File: config.mk
export PLATFORM = sky130hd
export DESIGN_NAME = img_scheduler
export DESIGN_NICKNAME = d
export VERILOG_FILES = /design/src/rtl/snn_pkg.sv /design/src/rtl/img_epoch_cnt.sv /design/src/rtl/img_scheduler.sv
export SDC_FILE = /design/constraint.sdc
export NUM_CORES = 1
export LEC_CHECK = 0
export BUFFER_PORTS_ARGS = -buffer_cell sky130_fd_sc_hd__buf_2
export CAP_MARGIN = 0
export CORE_MARGIN = 1
export CORE_UTILIZATION = 50
export CTS_CLUSTER_DIAMETER = 100
export DETAILED_ROUTE_END_ITERATION = 12
export GPL_TIMING_DRIVEN = 0
export MAX_ROUTING_LAYER = met4
export PLACE_DENSITY = 0.73
export SYNTH_ARGS = -nofsm -noshare
export SYNTH_HDL_FRONTEND = slang
export SYNTH_SLANG_ARGS = --single-unit
export TNS_END_PERCENT = 50
File: constraint.sdc
create_clock -name clk -period 2 [get_ports clk]
set_input_delay 0.2 -clock clk [delete_from_list [all_inputs] [get_ports clk]]
set_output_delay 0.2 -clock clk [all_outputs]
set_load 0.1 [all_outputs]
File: src/rtl/snn_pkg.sv
// ----------------------------------------------------------------------------
// snn_pkg : shared constants and scheduler state encoding for the SNN core
// Rev 1.0
// ----------------------------------------------------------------------------
`default_nettype none

package snn_pkg;

    localparam int IMG_IDX_W  = 16;
    localparam int EPOCH_W    = 8;
    localparam int TU_MAX_DEF = 200;

    typedef enum logic [3:0] {
        ST_IDLE       = 4'd0,
        ST_LOAD       = 4'd1,
        ST_LOAD_WAIT  = 4'd2,
        ST_STEP       = 4'd3,
        ST_GEN_WAIT   = 4'd4,
        ST_TU_WAIT    = 4'd5,
        ST_LEARN      = 4'd6,
        ST_LEARN_WAIT = 4'd7,
        ST_CLEAR      = 4'd8,
        ST_NEXT       = 4'd9,
        ST_DONE       = 4'd10
    } state_e;

endpackage

`default_nettype wire

File: src/rtl/img_epoch_cnt.sv
// ----------------------------------------------------------------------------
// img_epoch_cnt : image index / epoch counters with dataset wrap
// Rev 1.0
// ----------------------------------------------------------------------------
`default_nettype none

module img_epoch_cnt
    import snn_pkg::*;
#(
    parameter int N_IMG   = 100,
    parameter int N_EPOCH = 1
) (
    input  logic                 clk,
    input  logic                 rst_n,
    input  logic                 clr_i,
    input  logic                 advance_i,
    output logic [IMG_IDX_W-1:0] img_idx_o,
    output logic [EPOCH_W-1:0]   epoch_o,
    output logic                 last_img_o,
    output logic                 last_epoch_o
);

    localparam logic [IMG_IDX_W-1:0] IMG_LAST   = IMG_IDX_W'(N_IMG - 1);
    localparam logic [EPOCH_W-1:0]   EPOCH_LAST = EPOCH_W'(N_EPOCH - 1);

    logic [IMG_IDX_W-1:0] img_q, img_d;
    logic [EPOCH_W-1:0]   epoch_q, epoch_d;

    assign last_img_o   = (img_q == IMG_LAST);
    assign last_epoch_o = (epoch_q == EPOCH_LAST);

    // The epoch saturates at its last value so it reads N_EPOCH-1 after the run.
    always_comb begin
        img_d   = img_q;
        epoch_d = epoch_q;
        if (clr_i) begin
            img_d   = '0;
            epoch_d = '0;
        end else if (advance_i) begin
            if (last_img_o) begin
                img_d = '0;
                if (!last_epoch_o) begin
                    epoch_d = epoch_q + EPOCH_W'(1);
                end
            end else begin
                img_d = img_q + IMG_IDX_W'(1);
            end
        end
    end

    always_ff @(posedge clk or negedge rst_n) begin
        if (!rst_n) begin
            img_q   <= '0;
            epoch_q <= '0;
        end else begin
            img_q   <= img_d;
            epoch_q <= epoch_d;
        end
    end

    assign img_idx_o = img_q;
    assign epoch_o   = epoch_q;

endmodule

`default_nettype wire

File: src/rtl/img_scheduler.sv
// ----------------------------------------------------------------------------
// img_scheduler : per-image load / spike / learn / clear sequencer for one core
// Rev 1.0
// ----------------------------------------------------------------------------
`default_nettype none

module img_scheduler
    import snn_pkg::*;
#(
    parameter int N_IMG   = 100,
    parameter int N_EPOCH = 1,
    parameter int TU_MAX  = TU_MAX_DEF
) (
    input  logic                 clk,
    input  logic                 rst_n,
    input  logic                 start_i,
    input  logic                 abort_i,
    input  logic                 learn_en_i,
    output logic                 img_load_req_o,
    input  logic                 img_loaded_i,
    output logic [IMG_IDX_W-1:0] img_idx_o,
    output logic [EPOCH_W-1:0]   epoch_o,
    output logic                 spk_gen_req_o,
    input  logic                 spk_gen_valid_i,
    output logic                 valid_ips_o,
    output logic                 start_core_img_o,
    input  logic                 tu_incre_i,
    input  logic                 done_core_img_i,
    output logic                 learn_start_o,
    input  logic                 learn_done_i,
    output logic                 neuron_clr_o,
    output logic                 busy_o,
    output logic                 run_done_o,
    output logic                 sync_err_o
);

    localparam int              TU_W    = $clog2(TU_MAX + 1);
    localparam logic [TU_W-1:0] TU_LAST = TU_W'(TU_MAX - 1);

    state_e          state_q, state_d;
    logic [TU_W-1:0] shadow_q, shadow_d;
    logic            sync_err_q, sync_err_d;
    logic            learn_en_q, learn_en_d;
    logic            load_req_q, load_req_d;
    logic            spk_req_q, spk_req_d;
    logic            valid_ips_q, valid_ips_d;
    logic            start_core_q, start_core_d;
    logic            learn_start_q, learn_start_d;
    logic            clr_q, clr_d;
    logic            busy_q, busy_d;
    logic            run_done_q, run_done_d;
    logic            cnt_clr, cnt_adv, last_img, last_epoch;

    img_epoch_cnt #(
        .N_IMG   (N_IMG),
        .N_EPOCH (N_EPOCH)
    ) u_cnt (
        .clk          (clk),
        .rst_n        (rst_n),
        .clr_i        (cnt_clr),
        .advance_i    (cnt_adv),
        .img_idx_o    (img_idx_o),
        .epoch_o      (epoch_o),
        .last_img_o   (last_img),
        .last_epoch_o (last_epoch)
    );

    always_comb begin
        state_d       = state_q;
        shadow_d      = shadow_q;
        sync_err_d    = sync_err_q;
        learn_en_d    = learn_en_q;
        load_req_d    = 1'b0;
        spk_req_d     = 1'b0;
        valid_ips_d   = 1'b0;
        start_core_d  = 1'b0;
        learn_start_d = 1'b0;
        clr_d         = 1'b0;
        run_done_d    = 1'b0;
        cnt_clr       = 1'b0;
        cnt_adv       = 1'b0;

        if (abort_i && (state_q != ST_IDLE)) begin
            state_d = ST_IDLE;
        end else begin
            case (state_q)
                ST_IDLE: begin
                    if (start_i) begin
                        learn_en_d = learn_en_i;
                        shadow_d   = '0;
                        sync_err_d = 1'b0;
                        cnt_clr    = 1'b1;
                        state_d    = ST_LOAD;
                    end
                end
                ST_LOAD: begin
                    load_req_d   = 1'b1;
                    start_core_d = 1'b1;
                    state_d      = ST_LOAD_WAIT;
                end
                ST_LOAD_WAIT: if (img_loaded_i) state_d = ST_STEP;
                ST_STEP: begin
                    spk_req_d = 1'b1;
                    state_d   = ST_GEN_WAIT;
                end
                ST_GEN_WAIT: begin
                    if (spk_gen_valid_i) begin
                        valid_ips_d = 1'b1;
                        state_d     = ST_TU_WAIT;
                    end
                end
                // The shadow holds the TU count before this increment, so a
                // well-aligned done_core_img meets it at TU_LAST.
                ST_TU_WAIT: begin
                    if (tu_incre_i) begin
                        if (done_core_img_i) begin
                            if (shadow_q != TU_LAST) sync_err_d = 1'b1;
                            shadow_d = '0;
                            state_d  = learn_en_q ? ST_LEARN : ST_CLEAR;
                        end else if (shadow_q == TU_LAST) begin
                            sync_err_d = 1'b1;
                            shadow_d   = '0;
                            state_d    = ST_CLEAR;
                        end else begin
                            shadow_d = shadow_q + TU_W'(1);
                            state_d  = ST_STEP;
                        end
                    end
                end
                ST_LEARN: begin
                    learn_start_d = 1'b1;
                    state_d       = ST_LEARN_WAIT;
                end
                ST_LEARN_WAIT: if (learn_done_i) state_d = ST_CLEAR;
                ST_CLEAR: begin
                    clr_d   = 1'b1;
                    state_d = ST_NEXT;
                end
                ST_NEXT: begin
                    cnt_adv = 1'b1;
                    state_d = (last_img && last_epoch) ? ST_DONE : ST_LOAD;
                end
                ST_DONE: begin
                    run_done_d = 1'b1;
                    state_d    = ST_IDLE;
                end
                default: state_d = ST_IDLE;
            endcase
        end

        busy_d = (state_d != ST_IDLE) && (state_d != ST_DONE);
    end

    always_ff @(posedge clk or negedge rst_n) begin
        if (!rst_n) begin
            state_q       <= ST_IDLE;
            shadow_q      <= '0;
            sync_err_q    <= 1'b0;
            learn_en_q    <= 1'b0;
            load_req_q    <= 1'b0;
            spk_req_q     <= 1'b0;
            valid_ips_q   <= 1'b0;
            start_core_q  <= 1'b0;
            learn_start_q <= 1'b0;
            clr_q         <= 1'b0;
            busy_q        <= 1'b0;
            run_done_q    <= 1'b0;
        end else begin
            state_q       <= state_d;
            shadow_q      <= shadow_d;
            sync_err_q    <= sync_err_d;
            learn_en_q    <= learn_en_d;
            load_req_q    <= load_req_d;
            spk_req_q     <= spk_req_d;
            valid_ips_q   <= valid_ips_d;
            start_core_q  <= start_core_d;
            learn_start_q <= learn_start_d;
            clr_q         <= clr_d;
            busy_q        <= busy_d;
            run_done_q    <= run_done_d;
        end
    end

    assign img_load_req_o   = load_req_q;
    assign spk_gen_req_o    = spk_req_q;
    assign valid_ips_o      = valid_ips_q;
    assign start_core_img_o = start_core_q;
    assign learn_start_o    = learn_start_q;
    assign neuron_clr_o     = clr_q;
    assign busy_o           = busy_q;
    assign run_done_o       = run_done_q;
    assign sync_err_o       = sync_err_q;

endmodule

`default_nettype wire

# After elaboration in Yosys (flattened, before gate mapping)
# Cells that the tools add are included.
[op_classes] eq_ne=19 n_bitwise=1 reduce_logical=14 add_sub_neg=3 muxes=47
[ops] cell="$mux 8" n=8
[ops] cell="$mux 16" n=3
[ops] cell="$mux 4" n=10
[ops] cell="$pmux 4 s10" n=1
[ops] cell="$mux 1" n=23
[ops] cell="$add 16x1->16 const B" n=1
[ops] cell="$add 8x1->8 const B" n=2
[ops] cell="$eq 16x7->1 const B" n=1
[ops] cell="$eq 4x3->1 const B" n=4
[ops] cell="$pmux 8 s2" n=1
[ops] cell="$eq 4x4->1 const B" n=3
[ops] cell="$eq 4x2->1 const B" n=2
[ops] cell="$eq 8x8->1 const B" n=1
[ops] cell="$logic_not 8->1" n=1
[ops] cell="$ne 8x8->1 const B" n=1
[ops] cell="$reduce_bool 4->1" n=2
[ops] cell="$ne 2x2->1 const B" n=3
[ops] cell="$ne 3x3->1 const B" n=2
[ops] cell="$reduce_and 3->1" n=2
[ops] cell="$reduce_and 6->1" n=1
[ops] cell="$reduce_bool 2->1" n=3
[ops] cell="$eq 4x1->1 const B" n=1
[ops] cell="$logic_not 4->1" n=1
[ops] cell="$ne 4x4->1 const B" n=1
[ops] cell="other kinds (4)" n=6
[word_totals] in_bits=10 reg_bits=45 word_cells=97

# Depth between registers and ports, before layout
[logic_depth] ltp_word=8 ltp_mapped=7 depth_no_buf=7

# Hierarchy
# A second synthesis with hierarchy kept.
[unflattened] cells_unflattened=278 hier_area_um2=2565.0
[modules_own_cells] module="img_epoch_cnt" n_inst=1 area_per_inst_um2=1391.3 cells_each=151
[modules_own_cells] module="img_scheduler" n_inst=1 area_per_inst_um2=1173.6 cells_each=127

# Least setup slack after synthesis
# OpenSTA, ideal clock, no wires.
[synth_timing] kind="reg-to-reg" startpoint="reg u_cnt.img_q[0] (netlist: u_cnt.img_idx_o[0])" endpoint="reg busy_q (netlist: busy_o)" synth_period_minus_slack_ps=2579 path_slack_ps=-579 n_path_buf=0 required_time_ps=1860 setup_ps=140 arrival_ps=2439 stages_incl_launch_ff=7 cell_sequence="dfrtp_1 > ha_1 > nor3b_1 > nand4_2 > o211a_1 > nor4_1 > a31oi_1"
[synth_via] elab_chain_len=7
[synth_lines] item="from (decl)" line_no="img_epoch_cnt.sv:26" source="logic [IMG_IDX_W-1:0] img_q, img_d;"
[synth_lines] item="from (signal assigned)" line_no="img_epoch_cnt.sv:56" source="img_q <= img_d;"
[synth_lines] item="$eq 16x7->1 *" line_no="img_epoch_cnt.sv:29" source="assign last_img_o = (img_q == IMG_LAST);"
[synth_lines] item="$logic_and 1x1->1 *" line_no="img_scheduler.sv:141" source="state_d = (last_img && last_epoch) ? ST_DONE : ST_LOAD;"
[synth_lines] item="$mux 4 *" line_no="img_scheduler.sv:141"
[synth_lines] item="$pmux 4 s10 *" line_no="img_scheduler.sv:86" source="case (state_q)"
[synth_lines] item="$mux 4 *" line_no="img_scheduler.sv:83" source="if (abort_i && (state_q != ST_IDLE)) begin"
[synth_lines] item="$ne 4x4->1 or $reduce_bool 4->1 (tied branches)" line_no="img_scheduler.sv:151" source="busy_d = (state_d != ST_IDLE) && (state_d != ST_DONE);"
[synth_lines] item="$logic_and 1x1->1 *" line_no="img_scheduler.sv:151"
[synth_lines] item="named net busy_d" line_no="img_scheduler.sv:50" source="logic busy_q, busy_d;"
[synth_lines] item="to (signal assigned)" line_no="img_scheduler.sv:179" source="busy_q <= busy_d;"
[synth_lines] item="to (decl)" line_no="img_scheduler.sv:50"
# The timed path passes the listed nets; every way through them passes the cells marked *.
# A chain may end at the register's enable or synchronous reset.

# Worst setup path in the final report
[layout_timing] startpoint="reg state_q[1]" endpoint="reg shadow_q[5]"
[layout_via] elab_chain_len=4
[layout_lines] item="from (decl)" line_no="img_scheduler.sv:40" source="state_e state_q, state_d;"
[layout_lines] item="from (signal assigned)" line_no="img_scheduler.sv:169" source="state_q <= state_d;"
[layout_lines] item="branches (longest 4 deep; another with $eq 4x3->1)"
[layout_lines] item="to (signal assigned)" line_no="img_scheduler.sv:170" source="shadow_q <= shadow_d;"
[layout_lines] item="to (decl)" line_no="img_scheduler.sv:41" source="logic [TU_W-1:0] shadow_q, shadow_d;"
# Parallel ways; which one is timed is not known.

==> flow_summary.yaml <==
layout:
  multiInputGateArea_um2: 1436
  num-nets-final: 345
  num_antenna_cells: 0
  final_core_area_utilization_pct: 66.05
  finalInstanceArea_um2: 3141
  post_route_cells_drive_above_1_share_pct: 32.83
  synthToLayoutAreaGrowth_pct: 26.13
  num-fill-cells: 407
  final-seq-area_um2: 1166
timing:
  final_setup_margin_ps: 21.67
  drv_slew: 0
  hold-worst-slack_ps: 61.64
  finalSetupViolations: 0
  timing_hold_violations_final: 0
  setup_repair_after_global_routing_missed_its_margin: "true"
  finClkSkew_ps: 8.893
  timing.max_slew.rel_slack_pct: 32.05
  period_share_pct: 98.92
  worst-slew-pin-transition_ps: 1019
  fmaxAchievable_ghz: 0.5055
  final.min_clock_period_ps: 1978
floorplan:
  core-area_um2: 4755
  chipHeight_um: 72.57
  die_area_um2: 5266
  rows: 25
  design.portCount: 43
  die-width_um: 72.57
  effective_utilization_at_floorplan_pct: 52.37
cts:
  cts.hold.buffers_added: 0
  cts_root_buffer: "sky130_fd_sc_hd__clkbuf_8"
  cts_tree: "done"
  cts_sinks: 45
  clkSlewWorstSetupHoldPaths_ps: 90
  clkLatencyLatePin_ps: 310
  cts.htree.levels: 2
  cts-buffers-inserted: 5
  cts.path.max_buffers: 2
route:
  number_of_vias_per_cell: 5.860
  detailedRoute.firstIterationViolations: 121
  postRouteWirelength_mm: 5.896
  wire_per_inst_um: 14.78
  ant_nets: 0
  route.detailed.drc: 0
  drt-pass1-iter-count: 4
  routed-via-count: 2338
grt:
  global_route_wire_length_before_repair_mm: 9.473
  global_route.usage.total_pct: 24.05
  grt_antenna_before_repair: 0
  largest_net_degree_at_the_start_of_global_routing: 46
  grt.overflow.total: 0
  number_of_global_route_vias_before_repair: 2119
worst_setup_path:
  critPathMostFrequentCell: "sky130_fd_sc_hd__or3_4"
  critPathLaunchType: "register"
  kind_of_cell_adding_the_most_delay_to_the_critical_path: "simple AND/OR/NAND/NOR gates"
  cp_slowest_stage_delay_ps: 440
  cp_max_fo: 6
  worstPathCellList: "nand2b_1 > or3_4 > or3_4 > or3_1 > o21ai_0"
  timing.setup.critical_path_class: "reg2reg"
  arrival_ps: 2200
  crit_buf_inv: 0
  end_kind: "register"
  worst-endpoint-required_ps: 2220
  cpMaxStageDelayCell: "sky130_fd_sc_hd__dfrtp_1"
yosys:
  adder_cell_fraction_of_synth_area_pct: 2.010
  synthXorXnorAreaFrac_pct: 2.814
  mappedNetlistArea_um2: 2490
  combinational_family_with_the_most_area_after_synthesis: "simple AND/OR/NAND/NOR gates"
  synth.area.mux_share_pct: 0.8040
  ys_seq_area_share_pct: 45.23
  synth_area_per_cell_um2: 8.989
  synth.distinct_cells: 51
  cells_after_synth: 277
  yosys_warnings: 0
  count_of_flip_flops_with_a_built_in_enable_after_synthesis: 0
  synth_nets: 291
  synth_compound_area_share_pct: 15.93
  post_synth_and_or_nand_nor_area_fraction_pct: 29.80
  synth_seq_cells: 45
  asyncSetResetFlopFracSynth_pct: 100.0
  dominantRegCellSynth: "sky130_fd_sc_hd__dfrtp_1"
power_and_ir_drop:
  share_clk_of_total_power_pct: 24.2
  internal_power_component_uw: 1743
  p_sw_share_pct: 42.45
  net_switching_component_of_the_power_uw: 1285
  sequentialPowerShare_pct: 35.5
  power_density_cells_nw_per_um2: 964.3
  worst_ir_drop_vdd_uv: 586.2
  power.share.combinational_pct: 40.3
  report.power.total_uw: 3028
  leakage_power_total_uw: 0.001343
placed_design:
  post_dp_cell_area_um2: 2864
  dp_slack_ps: -140.5
  port_buffers: 41
  dp.final_hpwl_mm: 3.996
  place.gp.congestion: 0.8400
run:
  max_cap_violations: 0
hold_path:
  hp-class: "in2async"
status:
  status: "complete, no violations"
-- cells in the final DEF (no fill, tap or decap), types with 4 or more instances in the layout --
cell type / instances
sky130_fd_sc_hd__clkbuf_1: 4
sky130_fd_sc_hd__nand2_1: 21
sky130_fd_sc_hd__dfrtp_1: 21
sky130_fd_sc_hd__a21oi_1: 17
sky130_fd_sc_hd__or3_1: 12
sky130_fd_sc_hd__buf_4: 8
sky130_fd_sc_hd__nand2b_1: 6
sky130_fd_sc_hd__nand3_1: 12
sky130_fd_sc_hd__nor2_1: 19
sky130_fd_sc_hd__and3_1: 5
sky130_fd_sc_hd__dfrtp_2: 20
sky130_fd_sc_hd__nor3_1: 13
sky130_fd_sc_hd__nor4_4: 4
sky130_fd_sc_hd__clkbuf_8: 6
sky130_fd_sc_hd__nand4_1: 6
sky130_fd_sc_hd__o21ai_0: 25
sky130_fd_sc_hd__inv_1: 11
sky130_fd_sc_hd__buf_2: 43
sky130_fd_sc_hd__xnor2_1: 8
sky130_fd_sc_hd__dfrtp_4: 4
-- layer usage --
metal / routed length (um) / up-vias / global-route usage, %
li1: - / 1128 / -
met1: 2679 / 1134 / 30.95
met2: 2905 / 70 / 38.63
met3: 260 / 6 / 4.583
met4: 51 / 0 / 7.190
met5: 0 / - / -
-- cell usage after synthesis, types with 3 or more instances --
| library cell | instances | area [um2] |
|---|---|---|
| sky130_fd_sc_hd__nor4_1 | 7 | 43.79 |
| sky130_fd_sc_hd__or3_1 | 13 | 81.33 |
| sky130_fd_sc_hd__and2_1 | 3 | 18.77 |
| sky130_fd_sc_hd__inv_1 | 11 | 41.29 |
| sky130_fd_sc_hd__nor3b_1 | 3 | 22.52 |
| sky130_fd_sc_hd__nor2_1 | 21 | 78.83 |
| sky130_fd_sc_hd__nand2_1 | 22 | 82.58 |
| sky130_fd_sc_hd__and3_1 | 5 | 31.28 |
| sky130_fd_sc_hd__clkbuf_1 | 5 | 18.77 |
| sky130_fd_sc_hd__a31oi_1 | 3 | 18.77 |
| sky130_fd_sc_hd__nand2b_1 | 6 | 37.54 |
| sky130_fd_sc_hd__ha_1 | 4 | 50.05 |
| sky130_fd_sc_hd__dfrtp_1 | 45 | 1126 |
| sky130_fd_sc_hd__a21oi_1 | 17 | 85.08 |
| sky130_fd_sc_hd__o21ai_0 | 26 | 130.1 |
| sky130_fd_sc_hd__nand3_1 | 12 | 60.06 |
| sky130_fd_sc_hd__xnor2_1 | 8 | 70.07 |
| sky130_fd_sc_hd__o31ai_1 | 3 | 22.52 |
| sky130_fd_sc_hd__nand4_1 | 6 | 37.54 |
| sky130_fd_sc_hd__a211oi_1 | 3 | 22.52 |
| sky130_fd_sc_hd__nor2b_1 | 3 | 18.77 |
| sky130_fd_sc_hd__nor3_1 | 13 | 65.06 |
-- power by group through the flow --
stage	clock [uW]	combinational [uW]	sequential, uW
2_1_floorplan	0	599	1350
3_3_place_gp	0	1080	1080
3_5_place_dp	0	1100	1080
4_1_cts	743	1120	1060
5_1_grt	781	1330	1090
6_report	732	1220	1080
-- repair_timing --
| action | 4_1_cts | 5_1_grt |
|---|---|---|
| hold endpoints to repair | 0 | 0 |
| resized for setup | 2 | 24 |
| cloned | 0 | 0 |
| pin swaps | 0 | 5 |
| buffers inserted | 0 | 6 |
| setup endpoints to repair | 5 | 17 |
-- final timing paths --
kind / to / slack, ps / startpoint / depth (start not counted)
setup / recovery: shadow_q[5]$_DFFE_PN0P_ / 20 / state_q[1]$_DFF_PN0_ / 5
hold / removal: u_cnt.epoch_o[4]$_DFFE_PN0P_ / 60 / rst_n / 1
setup reg to reg: shadow_q[5]$_DFFE_PN0P_ / 20 / state_q[1]$_DFF_PN0_ / 5
hold reg to reg: sync_err_o$_DFFE_PN0P_ / 500 / sync_err_o$_DFFE_PN0P_ / 1
max in group asynchronous: u_cnt.img_idx_o[13]$_DFFE_PN0P_ / 1180 / rst_n / 1
min in group clk: valid_ips_o$_DFF_PN0_ / 130 / spk_gen_valid_i / 3
-- registers in the layout (all words and copies together) (netlist names) --
name and flops:
busy_o 1, learn_en_q 1, learn_start_o 1, neuron_clr_o 1
run_done_o 1, shadow_q 8, spk_gen_req_o 1, start_core_img_o 1
state_q 4, sync_err_o 1, u_cnt.epoch_o 8, u_cnt.img_idx_o 16
valid_ips_o 1
-- layout make-up --
cell class,instances,area share [%]
Buffer,9,1.474
Clock buffer,7,2.749
Clock inverter,1,0.9562
Inverter,11,1.315
Multi-Input combinational cell,212,45.74
Sequential cell,45,37.13
Tap cell,67,2.669
Timing Repair Buffer,47,7.968
-- logic make-up (layout without fill, tap and decap cells) --
group / Yosys count / count (layout)
fa+ha+maj: 4 / 4
mux: 2 / 2
buf+inv: 20 / 75
xor+xnor: 8 / 8
simple gates: 131 / 131
flops: 45 / 45
compound gates: 67 / 67
-- per-stage QoR --
step,instances,TNS (ps)
2_1_floorplan,277,-0.5596
3_3_place_gp,385,-380.1
3_5_place_dp,385,-283.7
4_1_cts,393,-78.25
5_1_grt,399,-495.7
6_report,399,0
No activity file was read; power rests on OpenSTA's default activity.
